`src/rtl/dice_display.sv`:
```
// Dice result display: accepts a rolled value, plays a decelerating tumble
// animation on the 7-segment digit and pip LEDs, then holds the final face.
module dice_display #(
  parameter int unsigned FRAME_DIV   = 250000,
  parameter int unsigned SPIN_FRAMES = 8
) (
  input  logic       clk,
  input  logic       reset,
  input  logic       val_valid,
  input  logic [3:0] val_data,
  output logic       val_ready,
  output logic [6:0] seg,
  output logic [6:0] pips,
  output logic       busy,
  output logic       done,
  output logic       err
);

  localparam int unsigned CW = $clog2(FRAME_DIV * SPIN_FRAMES + 1);
  localparam int unsigned FW = $clog2(SPIN_FRAMES + 1);

  typedef enum logic {SHOW, SPIN} state_e;

  state_e        state_q;
  logic [3:0]    value_q;
  logic          err_q;
  logic [6:0]    seg_q, pips_q;
  logic          ready_q, busy_q, done_q;
  logic [CW-1:0] cnt_q;
  logic [CW-1:0] lim_q;
  logic [FW-1:0] frame_q;
  logic [2:0]    anim_q;
  logic [2:0]    anim_d;

  // Returns {seg, pips}; anything outside 1..6 maps to the dash/blank error look.
  function automatic logic [13:0] face_enc(input logic [3:0] f);
    case (f)
      4'd1:    face_enc = {7'b0110000, 7'b0001000};
      4'd2:    face_enc = {7'b1101101, 7'b1000001};
      4'd3:    face_enc = {7'b1111001, 7'b1001001};
      4'd4:    face_enc = {7'b0110011, 7'b1100011};
      4'd5:    face_enc = {7'b1011011, 7'b1101011};
      4'd6:    face_enc = {7'b1011111, 7'b1110111};
      default: face_enc = {7'b0000001, 7'b0000000};
    endcase
  endfunction

  always_comb begin
    anim_d = (anim_q == 3'd6) ? 3'd1 : anim_q + 3'd1;
  end

  // lim_q tracks FRAME_DIV*(frame+1)-1 incrementally, avoiding a multiplier.
  always_ff @(posedge clk or posedge reset) begin
    if (reset) begin
      state_q           <= SHOW;
      value_q           <= 4'd1;
      err_q             <= 1'b0;
      {seg_q, pips_q}   <= face_enc(4'd1);
      ready_q           <= 1'b1;
      busy_q            <= 1'b0;
      done_q            <= 1'b0;
      cnt_q             <= '0;
      lim_q             <= '0;
      frame_q           <= '0;
      anim_q            <= 3'd1;
    end else begin
      done_q <= 1'b0;
      case (state_q)
        SHOW: begin
          if (val_valid) begin
            value_q         <= val_data;
            err_q           <= (val_data == 4'd0) || (val_data > 4'd6);
            cnt_q           <= '0;
            lim_q           <= CW'(FRAME_DIV - 1);
            frame_q         <= '0;
            anim_q          <= 3'd1;
            {seg_q, pips_q} <= face_enc(4'd1);
            busy_q          <= 1'b1;
            ready_q         <= 1'b0;
            state_q         <= SPIN;
          end
        end
        SPIN: begin
          if (cnt_q == lim_q) begin
            cnt_q <= '0;
            if (frame_q == FW'(SPIN_FRAMES - 1)) begin
              {seg_q, pips_q} <= face_enc(err_q ? 4'd0 : value_q);
              busy_q          <= 1'b0;
              ready_q         <= 1'b1;
              done_q          <= 1'b1;
              state_q         <= SHOW;
            end else begin
              frame_q         <= frame_q + FW'(1);
              lim_q           <= lim_q + CW'(FRAME_DIV);
              anim_q          <= anim_d;
              {seg_q, pips_q} <= face_enc({1'b0, anim_d});
            end
          end else begin
            cnt_q <= cnt_q + CW'(1);
          end
        end
        default: state_q <= SHOW;
      endcase
    end
  end

  assign val_ready = ready_q;
  assign seg       = seg_q;
  assign pips      = pips_q;
  assign busy      = busy_q;
  assign done      = done_q;
  assign err       = err_q;

endmodule

```
`config.mk`:
```
export PLATFORM = sky130hd
export DESIGN_NAME = dice_display
export DESIGN_NICKNAME = d
export VERILOG_FILES = /design/src/rtl/dice_display.sv
export SDC_FILE = /design/constraint.sdc
export NUM_CORES = 1
export LEC_CHECK = 0
export CELL_PAD_IN_SITES_DETAIL_PLACEMENT = 0
export CELL_PAD_IN_SITES_GLOBAL_PLACEMENT = 1
export CORE_ASPECT_RATIO = 1.25
export CORE_MARGIN = 2
export CORE_UTILIZATION = 49
export DETAILED_ROUTE_END_ITERATION = 16
export MAX_ROUTING_LAYER = met4
export PLACE_DENSITY = 0.94
export SLEW_MARGIN = 10
export SYNTH_ARGS = -nofsm -noshare
export SYNTH_HDL_FRONTEND = slang
export SYNTH_SLANG_ARGS = --single-unit
```
`constraint.sdc`:
```
create_clock -name clk -period 4.6 [get_ports clk]
set_clock_uncertainty 0.1 [all_clocks]
set_input_delay 0.46 -clock clk [delete_from_list [all_inputs] [get_ports clk]]
set_output_delay 0.46 -clock clk [all_outputs]
set_load 0.005 [all_outputs]
```
* Word level (Yosys, flattened, before mapping)
Index checks and enable logic that the tools add are counted.
** Word-level totals
- Flip-flop bits (word level) :: 72
- Input port bits :: 7
- Output and inout bits :: 18
- Word-level logic and storage cells :: 85
** Operators by class
- $add $sub $neg :: 4
- $lt $le $gt $ge :: 1
- Equality and inequality tests :: 19
- Muxes and demuxes :: 42
- Bitwise gates (word level) :: 1
- Reduce and logical (&&, ||, !) cells :: 6
** Operator list (count)
- one-hot mux 14 bit (6 select lines) :: 2
- 2-to-1 mux 21 bit :: 5
- one-hot mux 21 bit (2 select lines) :: 2
- 2-to-1 mux 7 bit :: 6
- one-hot mux 7 bit (2 select lines) :: 2
- adder 21 x 1 -> 21 bit, second input constant :: 1
- adder 21 x 18 -> 21 bit, second input constant :: 1
- == test 21 bit :: 1
- == test 4 x 3 -> 1 bit, second input constant :: 4
- 2-to-1 mux 4 bit :: 4
- == test 3 bit, second input constant :: 4
- 2-to-1 mux 1 bit :: 12
- 2-to-1 mux 3 bit :: 4
- == test 4 x 2 -> 1 bit, second input constant :: 2
- one-hot mux 4 bit (2 select lines) :: 1
- == test 3 x 2 -> 1 bit, second input constant :: 2
- one-hot mux 1 bit (2 select lines) :: 3
- one-hot mux 3 bit (2 select lines) :: 1
- AND reduction 3 bit :: 2
- adder 4 x 1 -> 4 bit, second input constant :: 1
- == test 4 x 1 -> 1 bit, second input constant :: 1
- > comparator 4 x 3 -> 1 bit, second input constant :: 1
- zero test 4 bit :: 1
- inequality test 2 x 1 -> 1 bit, second input constant :: 2
- other kinds (6) :: 8

* Longest topological paths before layout
Gate-level depths: netlist of run 1.
- Depth after elaboration :: 7
- Depth in mapped cells :: 9
- Gate-level depth less buffers :: 7

* Least setup slack after synthesis of run 1
OpenSTA, ideal clock, no wires.
- Kind :: reg-to-reg
- Start point :: reg cnt_q[18]
- End point :: reg lim_q[17]
- Setup time :: 0.142 ns
- Arrival :: 1.912 ns
- Required time :: 4.358 ns
- Path slack :: 2.446 ns
- Cell stages (with the launch flop) :: 9
- Path buffers :: 2
- Period minus slack after synthesis :: 2.154 ns
- Cells stage by stage :: dfrtp_1 > xnor2_2 > nand3_2 > nor4_4 > nand2_4 > buf_6 > buf_2 > o31ai_1 > nand3_1
** Between the ends
- Longest elaborated chain between the ends :: 3
** Ends and longest elaborated chain
- start: declaration :: RTL line 29 : logic [CW-1:0] cnt_q;
- start signal: assignment :: RTL line 99 : cnt_q <= cnt_q + CW'(1);
- == test 21 bit :: RTL line 84 : if (cnt_q == lim_q) begin
- inequality test 2 x 1 -> 1 bit (no source line)
- AND reduction 3 bit (no source line)
- end signal: assignment :: RTL line 74 : lim_q <= CW'(FRAME_DIV - 1);
- end signal: assignment :: RTL line 94 : lim_q <= lim_q + CW'(FRAME_DIV);
- end: declaration :: RTL line 30 : logic [CW-1:0] lim_q;
Every way passes these cells.
A chain may end at the register's enable or synchronous reset.

* Worst setup path in the final report of run 1
- Start point :: reg frame_q[0]
- End point :: reg lim_q[11]
** Between the ends
- Longest elaborated chain between the ends :: 3
** Ends and longest elaborated chain
- start: declaration :: RTL line 31 : logic [FW-1:0] frame_q;
- start signal: assignment :: RTL line 93 : frame_q <= frame_q + FW'(1);
- == test 4 x 3 -> 1 bit :: RTL line 86 : if (frame_q == FW'(SPIN_FRAMES - 1)) begin
- inequality test 2 bit (no source line)
- AND reduction 3 bit (no source line)
Every way passes these cells.

==> out/results.tsv, run 1 <==
stage	metric	value	unit
status	status	complete, no violations	
clock_network	clock-pin slew on the worst setup and hold paths	80	ps
route	TritonRoute pass-1 iters	5	
critical_path	Worst Setup EP	lim_q[11]	
critical_path	element type at the critical path end	flop	
die	total die area	7969	µm²
synth	post-synthesis mux area share	0.8784	%
critical_path	Worst R2R End	lim_q[11]	
die	CORE AREA	7019	µm²
synth	flops & latches, synth	64	
final_layout	Finished Core Util	57.01	%
route	WL per Instance	15.73	µm
global_routing	largest net degree at the start of global routing	65	
synth	sequential share of the synthesized area	45.19	%
place	Cell Area, Placed	3796	µm²
hold_path	Hold Crit Depth	1	
power	Pleak	1.631	nW
synth	largest family of logic cells by synthesized area	simple AND/OR/NAND/NOR gates	
synth	Synth Area in Simple Gates	24.07	%
die	Die Width	80.25	µm
global_routing	vias in the first global route	2794	
clock_network	H-tree levels	3	
power	PD cells	385.6	nW/µm²
final_layout	most common cell after layout, fill and taps aside	dfrtp_1	
run	max_cap viols	0	
critical_path	crit start category	flop	
route	# DRC	0	
route	routed via count	2953	
place	post-DP HPWL	5305	µm
critical_path	critical path start-end classification	flop to flop	
clock_network	Root Driver	clkbuf_8	
clock_network	CTS Buffer Depth	2	
final_layout	Area growth syn-to-layout	12.37	%
synth	syn_area_per_cell	8.992	µm²
clock_network	# clock sinks	64	
synth	top cells by area, synth	dfrtp_1 41%, nand2_1 5.2%, dfstp_2 4.4%, xnor2_1 4.4%, nand3_1 4.4%	
clock_network	worst skew pair latency	340	ps
sta	Relative slew margins	27.34	%
critical_path	R2R cell count	7	
route	antenna-violating nets left	0	
synth	Yosys top cell by area	dfrtp_1	
clock_network	cts bufs inserted	9	
synth	Post-synth EDFFs	0	
die	Starting Density	50.73	%
synth	Post-Synth Adder-Cell Area	1.054	%
route	DRT Wirelength	7879	µm
critical_path	Worst R2R Start	frame_q[0]	
hold_path	min-delay src	seg[2]	
final_layout	most frequent cells in the layout	58 x dfrtp_1, 49 x nand2_1, 31 x nand3_1	
sta	Hold Fails Final Rpt	0	
global_routing	GR Util All Layers	21.79	%
final_layout	post-route cell area	4001	µm²
sta	Max Slew Vio Count	0	
die	I/O pins	25	
critical_path	Worst setup startpoint	frame_q[0]	
place	Port-buffer cells	24	
sta	Fmax achieved	352.6	MHz
critical_path	CP arrival	3000	ps
synth	Syn. warnings	0	
clock_network	# hold bufs at CTS	0	
synth	Synth cell types	52	
global_routing	gr ovfl total	0	
clock_network	Post-CTS Setup Bufs	0	
synth	post-synthesis compound-gate area fraction	17.11	%
sta	unrepaired setup endpoints after global routing	false	
route	vias per cell	5.894	
die	die height	99.31	µm
critical_path	R2R Setup Slk	1760	ps
global_routing	initial antenna violation count	0	
final_layout	layout cells sized above 1	9.246	%
synth	Synth Instances	396	
final_layout	fin nets	416	
global_routing	first-pass GRT wire length	13100	µm
critical_path	critical path fanouts, max	34	
final_layout	post-route insts no fill	501	
sta	final setup vio count	0	
final_layout	Inserted Diodes	0	
die	FP Rows	34	
clock_network	Post-CTS Resized	0	
sta	final critical-path required period	2836	ps
hold_path	Worst Hold Class	flop to flop	
sta	Slew @ Worst Pin	1086	ps
place	dpl cells	485	
synth	mapped cell area	3561	µm²
synth	ys flop type	dfrtp_1	
synth	Synth async-reset ratio	100.0	%
synth	XOR/XNOR Fraction of Synth Area	7.063	%
sta	Setup TNS	0	ps
synth	Syn Nets	406	
sta	fin crit share	61.66	%
place	gpl congestion	0.8356	
final_layout	FILL cells	619	
clock_network	CTS tree	built	
critical_path	Required @ worst endpoint	4770	ps
power	total design power	1.543	mW
synth	Yosys top cell area share	40.76	%
route	Initial DRC Count	198	
power	VDD IR max	0.2572	mV
-- stage by stage --
stage,worst slack [ps],hold WS (ps)
after floorplan,2446,364.8
after global placement,1901,378.0
after detailed placement,1817,387.0
after CTS,1790,406.1
after global routing,1557,430.7
final,1764,395.9
-- cell usage after synthesis (all sizes together), types with 4 or more instances --
cell and n:
or3 11, or4 7, a21oi 27, clkbuf 17
o31ai 5, inv 8, xor2 7, xnor2 20
and3 7, a21o 5, nand3 32, nor2 21
nand2 50, dfstp 6, nor3 12, a31oi 14
dfrtp 58, or2 4, nand2b 5, nand4 6
o21ai 28, buf 10
-- cell type report --
cell class                 instances  area (µm²)  area share, %
multi-input combinational        297        1789          44.72
timing repair buffer              26       255.2          6.379
clock buffer                      10       137.6          3.440
clock inverter                     6       67.56          1.689
tap                               90       112.6          2.814
sequential                        64        1609          40.21
inverter                           8       30.03         0.7505
-- cell families (layout without fill, tap and decap cells) --
| kind of cell | Yosys count | in the layout |
|---|---|---|
| compound gates | 98 | 98 |
| xor+xnor | 27 | 27 |
| fa+ha+maj | 3 | 3 |
| buf+inv | 35 | 50 |
| flops | 64 | 64 |
| mux | 3 | 3 |
| simple gates | 166 | 166 |
-- critical path, cell delays in order (launching register included) --
cell      delay [ps]
dfrtp_1          420
ha_1             230
nand3b_1         390
nand2_1          160
nor4_4           430
nand2_4          290
or4_1            580
a21oi_1          160
-- routing by layer --
metal	GRT usage, %	vias to the layer above	share of wire, %
li1	-	1443	-
met1	28.19	1434	45
met2	34.55	65	50
met3	2.722	11	3.1
met4	9.257	0	1.7
met5	-	-	0
-- registers in the layout (all words and copies together) (netlist names) --
name       flops
lim_q         18
val_ready      1
state_q        1
done           1
cnt_q         21
busy           1
frame_q        4
value_q        4
pips           3
anim_q         3
err            1
seg            6
-- power by group --
group	internal (mW)	leakage (nW)	switching, mW
combinational	0.146	0.793	0.124
sequential	0.646	0.739	0.129
clock	0.267	0.0989	0.232
-- worst min-delay path by stage --
stage | endpoint
after floorplan | lim_q[2]
after global placement | seg[2]
after detailed placement | seg[2]
after CTS | seg[2]
after global routing | val_ready
final | seg[2]
(Power assumes the default switching activity.)
==> run 2, diff against run 1 <==
--- a/config.mk
+++ b/config.mk
@@ -9,10 +9,10 @@
 export CELL_PAD_IN_SITES_GLOBAL_PLACEMENT = 1
 export CORE_ASPECT_RATIO = 1.25
 export CORE_MARGIN = 2
-export CORE_UTILIZATION = 49
+export CORE_UTILIZATION = 41
 export DETAILED_ROUTE_END_ITERATION = 16
 export MAX_ROUTING_LAYER = met4
-export PLACE_DENSITY = 0.94
+export PLACE_DENSITY = 0.85
 export SLEW_MARGIN = 10
 export SYNTH_ARGS = -nofsm -noshare
 export SYNTH_HDL_FRONTEND = slang
==> constraint.sdc (replaced) <==
create_clock -name clk -period 2.4 [get_ports clk]
set_clock_uncertainty 0.1 [all_clocks]
set_input_delay 0.24 -clock clk [delete_from_list [all_inputs] [get_ports clk]]
set_output_delay 0.24 -clock clk [all_outputs]
set_load 0.005 [all_outputs]
==> run 2 against run 1 <==
Compared with the run above: wire length increased by 8.7%; critical path type unchanged; sequential cell count unchanged; critical path depth unchanged; sequential power increased by 89%; sequential share of layout area decreased by 2.0 points; die area increased by 19%; global-route usage decreased by 1.5 points; non-clock buffer count increased by 24; final cell count increased by 6.8%; first-iteration DRC count increased by 2.5%.
==> out/results.tsv, run 2 (synthesized netlist as in run 1, its figures left out) <==
stage	metric	value	unit
status	status	complete, no violations	
clock_network	Root Driver	clkbuf_8	
route	DRT Wirelength	8562	µm
power	Int Pwr	2.026	mW
sta	Fmax achieved	438.8	MHz
die	total die area	9451	µm²
final_layout	Reg area	1612	µm²
die	Die Width	87.36	µm
clock_network	CTS Buffer Depth	2	
final_layout	Inserted Diodes	0	
sta	fin crit share	94.95	%
critical_path	CP arrival	2460	ps
route	top sig layer	met4	
power	Switch Pwr	931.4	µW
die	FP Rows	38	
clock_network	worst skew pair latency	360	ps
die	die height	108.2	µm
route	Initial DRC Count	203	
clock_network	clock-pin slew on the worst setup and hold paths	70	ps
final_layout	max FFs per register	21	
sta	Relative slew margins	76.05	%
route	# DRC	0	
clock_network	# clock sinks	64	
place	gpl congestion	0.8287	
clock_network	H-tree levels	3	
power	Pleak	1.746	nW
sta	unrepaired setup endpoints after global routing	false	
die	Starting Density	41.61	%
power	clock share of power	30.7	%
critical_path	Worst R2R Start	cnt_q[20]	
critical_path	crit start category	flop	
run	max_cap viols	0	
clock_network	Post-CTS Setup Bufs	0	
power	VDD IR max	0.3169	mV
power	total design power	2.957	mW
power	sw frac	31.49	%
sta	Min Hold Slack	166.2	ps
critical_path	Required @ worst endpoint	2580	ps
route	metal3 WL	311	µm
place	post-DP HPWL	6007	µm
final_layout	most common cell after layout, fill and taps aside	dfrtp_1	
sta	Setup TNS	0	ps
global_routing	first-pass GRT wire length	14570	µm
die	I/O pins	25	
final_layout	FILL cells	816	
route	TritonRoute pass-1 iters	6	
global_routing	initial antenna violation count	0	
place	Port-buffer cells	24	
final_layout	Area growth syn-to-layout	18.38	%
final_layout	fin nets	440	
power	PD cells	701.6	nW/µm²
global_routing	GR Util All Layers	20.30	%
route	vias per cell	5.804	
critical_path	Worst R2R End	frame_q[3]	
sta	Max Slew Vio Count	0	
global_routing	gr ovfl total	0	
hold_path	Worst Hold Class	primary input to async pin	
route	WL per Instance	16.00	µm
final_layout	layout cells sized above 1	14.71	%
critical_path	critical path fanouts, max	20	
critical_path	element type at the critical path end	flop	
final_layout	area of the multi-input gates	1800	µm²
critical_path	critical path start-end classification	flop to flop	
route	wl on met1	3690	µm
final_layout	Reg with most FFs	cnt_q	
clock_network	cts bufs inserted	9	
clock_network	CTS tree	built	
final_layout	most frequent cells in the layout	56 x dfrtp_1, 49 x nand2_1, 31 x nand3_1	
critical_path	R2R Setup Slk	120	ps
route	Met2 Routed Length	4437	µm
sta	final setup vio count	0	
sta	final critical-path required period	2279	ps
route	antenna-violating nets left	0	
global_routing	largest net degree at the start of global routing	65	
route	routed via count	3105	
critical_path	R2R cell count	7	
die	CORE AREA	8558	µm²
power	Seq pwr share	49.5	%
power	Comb power frac	19.7	%
sta	Slew @ Worst Pin	358.4	ps
global_routing	vias in the first global route	3006	
sta	Hold Fails Final Rpt	0	
run 2: cell count changes in the layout (fill, tap and decap cells not counted), sizes merged:
| cell | previous run | this run |
|---|---|---|
| buf | 2 | 26 |
| clkinv | 2 | 3 |
| inv | 9 | 8 |
run 2: critical path, stage by stage, from the launching register on:
cell and delay [ps]:
dfrtp_1 420, xnor2_1 270, nand3_2 140, nor4_4 360, nand2_4 200, buf_4 220
or3_1 350, a21oi_1 160
run 2: worst max-delay path by stage:
stage	start	endpoint	slack [ps]	cells past startpoint
3_5_place_dp	cnt_q[20]	frame_q[3]	110	7
5_1_grt	cnt_q[20]	frame_q[3]	4	7
6_report	cnt_q[20]	frame_q[3]	120	7
2_1_floorplan	cnt_q[18]	lim_q[17]	250	8
3_3_place_gp	cnt_q[20]	frame_q[3]	150	7
4_1_cts	cnt_q[2]	cnt_q[19]	110	8
run 2: timing repair:
action                     in CTS  in global routing
gates resized for setup         0                  5
hold buffers                    0                  0
setup endpoints to repair       0                  9
run 2: power by group through the flow:
stage                     logic (mW)  clock network (mW)  registers [mW]
after floorplan                0.422                   0            1.42
after global placement         0.575                   0            1.47
after detailed placement       0.589                   0            1.48
after CTS                      0.593               0.925            1.46
after global routing           0.667               0.982            1.50
final                          0.584               0.909            1.46
run 2: cell type report:
cell class / instances / share of cell area [%]
clock buffers: 10 / 3.028
clock inverters: 6 / 1.425
inverters: 8 / 0.7124
multi-input cells: 297 / 42.71
flip-flops and latches: 64 / 38.23
well taps: 100 / 2.968
repair buffers: 50 / 10.92
run 2: per-layer routing:
metal	global-route usage, %	vias up
met5	-	-
met4	6.374	0
met3	4.656	13
met2	33.77	68
met1	24.30	1537
li1	-	1487
run 2: per-stage QoR:
stage	worst slack [ps]	utilization (%)	instance area [µm²]	cells
finish	121.3	49.25	4215	535
global route	4.094	49.25	4215	535
CTS	109.8	49.06	4199	535
detailed placement	113.3	46.87	4011	519
global placement	154.1	46.87	4011	519
floorplan	246.3	-	3561	396
==> run 3, diff against run 2 <==
--- a/config.mk
+++ b/config.mk
@@ -13,6 +13,7 @@
 export DETAILED_ROUTE_END_ITERATION = 16
 export MAX_ROUTING_LAYER = met4
 export PLACE_DENSITY = 0.85
+export SKIP_LAST_GASP = 1
 export SLEW_MARGIN = 10
 export SYNTH_ARGS = -nofsm -noshare
 export SYNTH_HDL_FRONTEND = slang
==> run 3 against run 2 <==
Compared with the run above: wire length down 0.15%; power barely moved; cell area hardly changed; clock power is essentially flat; hold slack improved by 3.8 ps; fmax is 1.7% lower; count of clock-buffer cells in the layout did not move; setup slack lost 40 ps; via count shrank 0.58%; core utilization about the same; die area unchanged; critical path type unchanged; largest cell class unchanged.
==> out/results.tsv, run 3 (synthesized netlist as in run 1, its figures left out) <==
stage	metric	value	unit
global_routing	largest net degree at the start of global routing	65	
status	status	complete, no violations	
route	# DRC	0	
power	Seq pwr share	49.5	%
sta	unrepaired setup endpoints after global routing	true	
final_layout	Finished Core Util	49.23	%
die	FP Rows	38	
sta	Fmax achieved	431.2	MHz
route	metal3 WL	268	µm
power	Pleak	1.748	nW
place	Port-buffer cells	24	
final_layout	post-route cell area	4213	µm²
critical_path	worst path cell trace	and3_1 -> nand3_1 -> a211oi_4 -> nand2_4 -> buf_4 -> or3_1 -> a21oi_1	
critical_path	CP arrival	2500	ps
place	gpl congestion	0.8287	
route	DRT Wirelength	8549	µm
clock_network	# clock sinks	64	
clock_network	CTS Buffer Depth	2	
die	CORE AREA	8558	µm²
clock_network	worst skew pair latency	350	ps
route	vias per cell	5.770	
sta	Slew @ Worst Pin	340.3	ps
final_layout	layout cells sized above 1	14.25	%
sta	fin crit share	96.63	%
critical_path	critical path start-end classification	flop to flop	
final_layout	post-route insts no fill	535	
final_layout	Inserted Diodes	0	
run	max_cap viols	0	
sta	final setup vio count	0	
route	antenna-violating nets left	0	
critical_path	crit start category	flop	
global_routing	gr ovfl total	0	
critical_path	Required @ worst endpoint	2580	ps
route	Initial DRC Count	190	
power	sw frac	31.50	%
route	TritonRoute pass-1 iters	5	
die	die height	108.2	µm
hold_path	Worst Hold Class	primary input to async pin	
critical_path	WP buf/inv	1	
route	Met2 Routed Length	4437	µm
place	Cell Area, Placed	4011	µm²
power	VDD IR max	0.3101	mV
place	DP Worst Slack	113.3	ps
sta	Max Slew Vio Count	0	
final_layout	Reg with most FFs	cnt_q	
global_routing	first-pass GRT wire length	14570	µm
die	total die area	9451	µm²
sta	worst setup margin	80.82	ps
clock_network	CTS tree	built	
power	Comb power frac	19.8	%
final_layout	fin nets	440	
clock_network	clock-pin slew on the worst setup and hold paths	70	ps
route	wl on met1	3723	µm
route	WL per Instance	15.98	µm
route	top sig layer	met4	
place	dpl cells	519	
critical_path	CP max stage delay	460	ps
die	Starting Density	41.61	%
sta	Relative slew margins	77.26	%
final_layout	max FFs per register	21	
final_layout	most common cell after layout, fill and taps aside	dfrtp_1	
global_routing	GR Util All Layers	20.30	%
global_routing	initial antenna violation count	0	
critical_path	crit-path leading delay family	simple AND/OR/NAND/NOR gates	
final_layout	most frequent cells in the layout	58 x dfrtp_1, 49 x nand2_1, 31 x nand3_1	
sta	final critical-path required period	2319	ps
clock_network	Root Driver	clkbuf_8	
place	post-DP HPWL	6007	µm
critical_path	slowest CP cell	dfrtp_1	
critical_path	critical path fanouts, max	20	
route	routed via count	3087	
power	Switch Pwr	930.9	µW
final_layout	Area growth syn-to-layout	18.31	%
power	clock share of power	30.7	%
power	PD cells	701.4	nW/µm²
clock_network	Post-CTS Setup Bufs	0	
sta	Hold Fails Final Rpt	0	
clock_network	cts bufs inserted	9	
global_routing	vias in the first global route	3006	
power	Int Pwr	2.024	mW
critical_path	element type at the critical path end	flop	
sta	Setup TNS	0	ps
die	Die Width	87.36	µm
clock_network	H-tree levels	3	
die	I/O pins	25	
run 3: cell counts in the layout (fill, tap and decap cells not counted):
No cell type changed its count.
run 3: power groups by stage:
stage | logic (mW) | registers (mW) | clock network (mW)
2_1_floorplan | 0.422 | 1.42 | 0
3_3_place_gp | 0.575 | 1.47 | 0
3_5_place_dp | 0.589 | 1.48 | 0
4_1_cts | 0.593 | 1.46 | 0.925
5_1_grt | 0.667 | 1.49 | 0.978
6_report | 0.584 | 1.46 | 0.908
run 3: routing by layer:
| metal | vias up | GRT usage [%] |
|---|---|---|
| met4 | 0 | 6.374 |
| met5 | - | - |
| met1 | 1532 | 24.30 |
| li1 | 1487 | - |
| met3 | 10 | 4.656 |
| met2 | 58 | 33.77 |
run 3: worst paths after layout:
| path | startpoint | end | slack [ps] | depth (start not counted) |
|---|---|---|---|---|
| max | cnt_q[0] | frame_q[3] | 80 | 7 |
| min | reset | frame_q[0] | 170 | 3 |
| max reg2reg | cnt_q[0] | frame_q[3] | 80 | 7 |
| min reg2reg | seg[2] | seg[2] | 410 | 1 |
| max in group asynchronous | reset | val_ready | 1730 | 3 |
| min in group clk | val_data[0] | value_q[0] | 340 | 3 |
run 3: final cells by class:
| cell class | count | area [µm²] |
|---|---|---|
| well taps | 100 | 125.1 |
| fillers | 817 | 4345 |
| clock buffers | 10 | 127.6 |
| multi-input cells | 297 | 1800 |
| repair buffers | 50 | 460.4 |
| flip-flops and latches | 64 | 1609 |
| inverters | 8 | 30.03 |
| clock inverters | 6 | 60.06 |
run 3: worst min-delay path, cell delays in order:
cell and delay [ps]:
clkdlybuf4s50_1 410, inv_2 70, buf_12 300
run 3: what timing repair did:
action | CTS | global route
hold buffers | 0 | 0
resized for setup | 0 | 3
setup endpoints to repair | 0 | 9
run 3: per-stage QoR:
stage / hold WS [ps] / total power, mW
CTS: 181.1 / 2.980
global route: 226.7 / 3.140
detailed placement: 399.8 / 2.072
finish: 170.1 / 2.955
global placement: 390.5 / 2.042
floorplan: 223.2 / 1.842
